===== src/rtl/dot_acc_4x4_pkg.sv =====
// Shared types and defaults for the dot-product accumulator that sits behind the 4x4 multiplier.
package dot_acc_pkg;

    typedef enum logic [1:0] {
        StIdle  = 2'd0,
        StAccum = 2'd1,
        StHold  = 2'd2
    } state_t;

    localparam int unsigned DEF_ACC_W   = 12;
    localparam int unsigned DEF_MAX_LEN = 16;

endpackage


===== src/rtl/dot_acc_4x4_sat_adder.sv =====
// Combinational unsigned add of an 8-bit product onto a W-bit sum, clamped to all-ones on carry-out.
module sat_adder #(
    parameter int unsigned W = 12
) (
    input  logic [W-1:0] a_i,
    input  logic [7:0]   b_i,
    output logic [W-1:0] sum_o,
    output logic         sat_o
);

    logic [W:0] full;

    always_comb begin
        full  = {1'b0, a_i} + (W+1)'(b_i);
        sat_o = full[W];
        sum_o = full[W] ? '1 : full[W-1:0];
    end

endmodule


===== src/rtl/dot_acc_4x4.sv =====
// Frames 8-bit products into a saturated dot-product sum and presents it on a valid/ready port.
module dot_acc_4x4
    import dot_acc_pkg::*;
#(
    parameter int unsigned ACC_W   = DEF_ACC_W,
    parameter int unsigned MAX_LEN = DEF_MAX_LEN,
    localparam int unsigned CNT_W  = $clog2(MAX_LEN + 1)
) (
    input  logic             clk_i,
    input  logic             rst_ni,
    input  logic             clr_i,
    input  logic [7:0]       prod_i,
    input  logic             in_valid_i,
    input  logic             in_last_i,
    output logic             in_ready_o,
    output logic [ACC_W-1:0] result_o,
    output logic [CNT_W-1:0] out_count_o,
    output logic             out_overflow_o,
    output logic             out_valid_o,
    input  logic             out_ready_i,
    output logic             busy_o
);

    state_t             state_q, state_d;
    logic [ACC_W-1:0]   acc_q, acc_d;
    logic [CNT_W-1:0]   count_q, count_d;
    logic               ovf_q, ovf_d;
    logic [ACC_W-1:0]   result_q, result_d;
    logic [CNT_W-1:0]   out_count_q, out_count_d;
    logic               out_ovf_q, out_ovf_d;
    logic               out_valid_q, out_valid_d;

    logic               accept;
    logic               first;
    logic               close;
    logic [ACC_W-1:0]   add_a;
    logic [ACC_W-1:0]   beat_sum;
    logic               beat_sat;
    logic               beat_ovf;
    logic [CNT_W-1:0]   beat_cnt;

    // The first beat of a frame adds onto zero, so one adder serves both IDLE and ACCUM.
    sat_adder #(
        .W(ACC_W)
    ) u_sat_adder (
        .a_i  (add_a),
        .b_i  (prod_i),
        .sum_o(beat_sum),
        .sat_o(beat_sat)
    );

    always_comb begin
        in_ready_o = (state_q != StHold) && !clr_i;
        accept     = in_valid_i && in_ready_o;
        first      = (state_q == StIdle);
        add_a      = first ? '0 : acc_q;
        beat_ovf   = first ? beat_sat : (ovf_q | beat_sat);
        beat_cnt   = first ? CNT_W'(1) : count_q + CNT_W'(1);
        close      = in_last_i || (beat_cnt == CNT_W'(MAX_LEN));
    end

    always_comb begin
        state_d     = state_q;
        acc_d       = acc_q;
        count_d     = count_q;
        ovf_d       = ovf_q;
        result_d    = result_q;
        out_count_d = out_count_q;
        out_ovf_d   = out_ovf_q;
        out_valid_d = out_valid_q;

        if (clr_i) begin
            state_d     = StIdle;
            acc_d       = '0;
            count_d     = '0;
            ovf_d       = 1'b0;
            out_valid_d = 1'b0;
        end else begin
            case (state_q)
                StIdle, StAccum: begin
                    if (accept) begin
                        acc_d   = beat_sum;
                        count_d = beat_cnt;
                        ovf_d   = beat_ovf;
                        if (close) begin
                            result_d    = beat_sum;
                            out_count_d = beat_cnt;
                            out_ovf_d   = beat_ovf;
                            out_valid_d = 1'b1;
                            state_d     = StHold;
                        end else begin
                            state_d = StAccum;
                        end
                    end
                end
                StHold: begin
                    if (out_ready_i) begin
                        out_valid_d = 1'b0;
                        state_d     = StIdle;
                        acc_d       = '0;
                        count_d     = '0;
                        ovf_d       = 1'b0;
                    end
                end
                default: state_d = StIdle;
            endcase
        end
    end

    always_ff @(posedge clk_i or negedge rst_ni) begin
        if (!rst_ni) begin
            state_q     <= StIdle;
            acc_q       <= '0;
            count_q     <= '0;
            ovf_q       <= 1'b0;
            result_q    <= '0;
            out_count_q <= '0;
            out_ovf_q   <= 1'b0;
            out_valid_q <= 1'b0;
        end else begin
            state_q     <= state_d;
            acc_q       <= acc_d;
            count_q     <= count_d;
            ovf_q       <= ovf_d;
            result_q    <= result_d;
            out_count_q <= out_count_d;
            out_ovf_q   <= out_ovf_d;
            out_valid_q <= out_valid_d;
        end
    end

    assign result_o       = result_q;
    assign out_count_o    = out_count_q;
    assign out_overflow_o = out_ovf_q;
    assign out_valid_o    = out_valid_q;
    assign busy_o         = (state_q == StAccum);

endmodule


===== config.mk =====
export PLATFORM = sky130hd
export DESIGN_NAME = dot_acc_4x4
export DESIGN_NICKNAME = d
export VERILOG_FILES = /design/src/rtl/dot_acc_4x4_pkg.sv /design/src/rtl/dot_acc_4x4_sat_adder.sv /design/src/rtl/dot_acc_4x4.sv
export SDC_FILE = /design/constraint.sdc
export NUM_CORES = 1
export LEC_CHECK = 0
export BUFFER_PORTS_ARGS = -buffer_cell sky130_fd_sc_hd__buf_2
export CAP_MARGIN = 20
export CORE_ASPECT_RATIO = 0.75
export CORE_MARGIN = 4
export CORE_UTILIZATION = 30
export DETAILED_ROUTE_END_ITERATION = 6
export HOLD_SLACK_MARGIN = 0.06
export PLACE_DENSITY = 0.56
export SLEW_MARGIN = 20
export SYNTH_ARGS = -nofsm -noshare
export SYNTH_HDL_FRONTEND = slang
export SYNTH_SLANG_ARGS = --single-unit

===== constraint.sdc =====
create_clock -name clk_i -period 8.6 [get_ports clk_i]
set_input_delay 1.72 -clock clk_i [delete_from_list [all_inputs] [get_ports clk_i]]
set_output_delay 1.72 -clock clk_i [all_outputs]
set_load 0.05 [all_outputs]

==> results.toml <==
[timing]
grt_setup_unrepaired = "false"
final.period_utilization = 0.4666
max_slew_margin = 0.4103
fmax_mhz = 249.2
whs_ns = 0.4765
setup-violations-final = 0
skew_ns = 0.003203
maxSlewViolCount = 0
hold_viol = 0
worst_pin_slew_ns = 0.8846
setup_ws_ns = 4.587
tns_ns = 0
min_period_ns = 4.013

[power]
ir_drop_v = 0.00007267
cellPowerDensity_nw_per_um2 = 176.5
p_leak_nw = 1.341
power_mw = 0.4764

[yosys]
synthesis.area_um2 = 2345
synth_fa_ha_area_frac = 0.05656
synthesis.nets = 251
synth-simple-area-share = 0.1350
ys_warn_count = 0
synth.yosys.seq_area_share = 0.4162
ys.flop_type = "dfrtp_1"
synthXorXnorAreaFrac = 0.02988
avgSynthCellArea_um2 = 10.33
synth_edf_count = 0
ys_async_sr_fraction = 1.000
synth_top_family_by_area = "compound AO/OA/AOI/OAI gates"
muxShareOfSynthArea = 0.1131
synth-seq-cells = 39
synth_compound_area_frac = 0.2022
ys_types = 51
syn_inst = 227

[setup_path]
critPathCaptureType = "output pin"
cp-startpoint = "clr_i"
worstPathCellList = "buf_2 -> a21oi_1 -> buf_2"
startpoint_type = "input pin"
critPathMaxFanout = 6
max_stage_delay_ns = 0.29
path_common_cell = "buf_2"
rr_worst_depth = 9
cp_slowest_cell = "buf_2"
reg2reg_from = "state_q[1]"
crit_type = "in -> out"
crit_required_ns = 6.88
critPathArrivalTime_ns = 2.29

[route]
drt-total-wl_um = 5170
drt-pass1-iter-count = 4
vias_per_cell = 4.744
wl_per_cell_um = 14.24
ant_nets = 0
num_vias = 1722
remaining_drc_errors = 0
drt-initial-drc-count = 118

[clocking]
clkLatencyLatePin_ns = 0.29
cts_resized = 0
ctsHtreeMaxLevel = 2
cts.clk_slew.worst_paths_ns = 0.07
cts_buffer_depth = 2
cts_made_buffers = 5
root_buffer = "clkbuf_8"
cts_hold_buf = 0
cts_tree = "built"
cts.sink_count = 39
post_cts.repair.setup_buffers = 0

[die]
ios = 35
fp.coreArea_um2 = 7466
die_h_um = 84.56
num_rows = 27
die_w_um = 110.1
start_util = 0.3141
dieArea_um2 = 9309

[finish]
final_cell_mix = "dfrtp_1, buf_2, nand2_1"
diodes = 0
nNetsFinal = 285
drive_above_1_share = 0.2443
syn_to_final_growth_pct = 15.10
layout_commonest_cell = "dfrtp_1"

[hold_path]
hold_start = "acc_q[5]"
holdPathStages = 2
hold_class = "reg -> reg"

[global_route]
overflow = 0
first_global_vias = 1668
grt_max_degree = 40
grt_use_total = 0.1186
antenna_found_initial = 0
grt_pass1_wl_um = 8680

[placement]
dp_hpwl_um = 3817
io_buffers = 34
routabilityCongestion = 0.7849
pre_cts_ws_ns = 4.579

[status]
status = "finished, final reports clean"

[run]
drv_cap = 0
==> cells by family after synthesis <==
kind of cell,after synthesis
compound gates,66
simple gates,60
flops,39
buf+inv,23
mux,21
fa+ha+maj,10
xor+xnor,8
==> where the power goes <==
group,switching [mW],leakage (nW),total [mW],internal [mW]
clock,0.0633,0.0515,0.137,0.0732
sequential,0.0104,0.514,0.211,0.200
combinational,0.0899,0.775,0.129,0.0394
total,0.164,1.34,0.476,0.313
==> metal layers <==
metal,global-route usage,share of wire,routed length [um],vias to the layer above
met3,0.04074,0.060,309,3
li1,-,-,-,879
met1,0.1878,0.55,2844,798
met2,0.1536,0.38,1988,42
met5,0,0,0,-
met4,0.02039,0.0052,27,0
==> synth_stat cells, types with 3 or more instances <==
library cell / count / share of area
a21o_1: 7 / 0.022
a21oi_1: 15 / 0.032
a22o_1: 7 / 0.026
and2_1: 8 / 0.021
buf_6: 3 / 0.014
clkbuf_1: 5 / 0.0080
dfrtp_1: 39 / 0.42
ha_1: 9 / 0.048
inv_1: 14 / 0.022
mux2_4: 11 / 0.070
mux2i_1: 10 / 0.043
nand2_1: 16 / 0.026
nand3_1: 3 / 0.0064
nor2_1: 13 / 0.021
o21a_1: 3 / 0.0096
o21ai_0: 12 / 0.026
xnor2_1: 4 / 0.015
xor2_1: 4 / 0.015
==> flip-flops by register name, indices dropped and copies added (netlist names) <==
register        cells
ovf_q               1
out_overflow_o      1
result_o           12
out_count_o         5
count_q             5
state_q             2
acc_q              12
out_valid_o         1
==> worst paths after layout <==
kind	endpoint	slack (ns)
max in group asynchronous	count_q[3]	6.50
hold reg to reg	acc_q[5]	0.48
setup / recovery	in_ready_o	4.59
hold / removal	acc_q[5]	0.48
setup reg to reg	acc_q[4]	5.33
min in group asynchronous	result_o[4]	1.55
==> per-stage QoR <==
stage | cell area (um2) | utilization | std cells
final | 2699 | 0.3615 | 363
after global routing | 2699 | 0.3615 | 363
after CTS | 2699 | 0.3615 | 363
after floorplan | 2345 | - | 227
after global placement | 2599 | 0.3481 | 355
after detailed placement | 2599 | 0.3481 | 355
==> critical path, delay by kind of cell <==
family | cells | cell delay, ns
buffers and inverters | 2 | 0.43
AOI/OAI and AO/OA | 1 | 0.14
==> layout make-up <==
| type | instances | area, um2 |
|---|---|---|
| sequential | 39 | 975.9 |
| tap | 101 | 126.4 |
| clock buffer | 8 | 100.1 |
| multi-input combinational | 165 | 1259 |
| timing repair buffer | 36 | 185.2 |
| inverter | 14 | 52.55 |
| fill | 760 | 4767 |
Note: power is estimated with default switching activity, not from simulation.
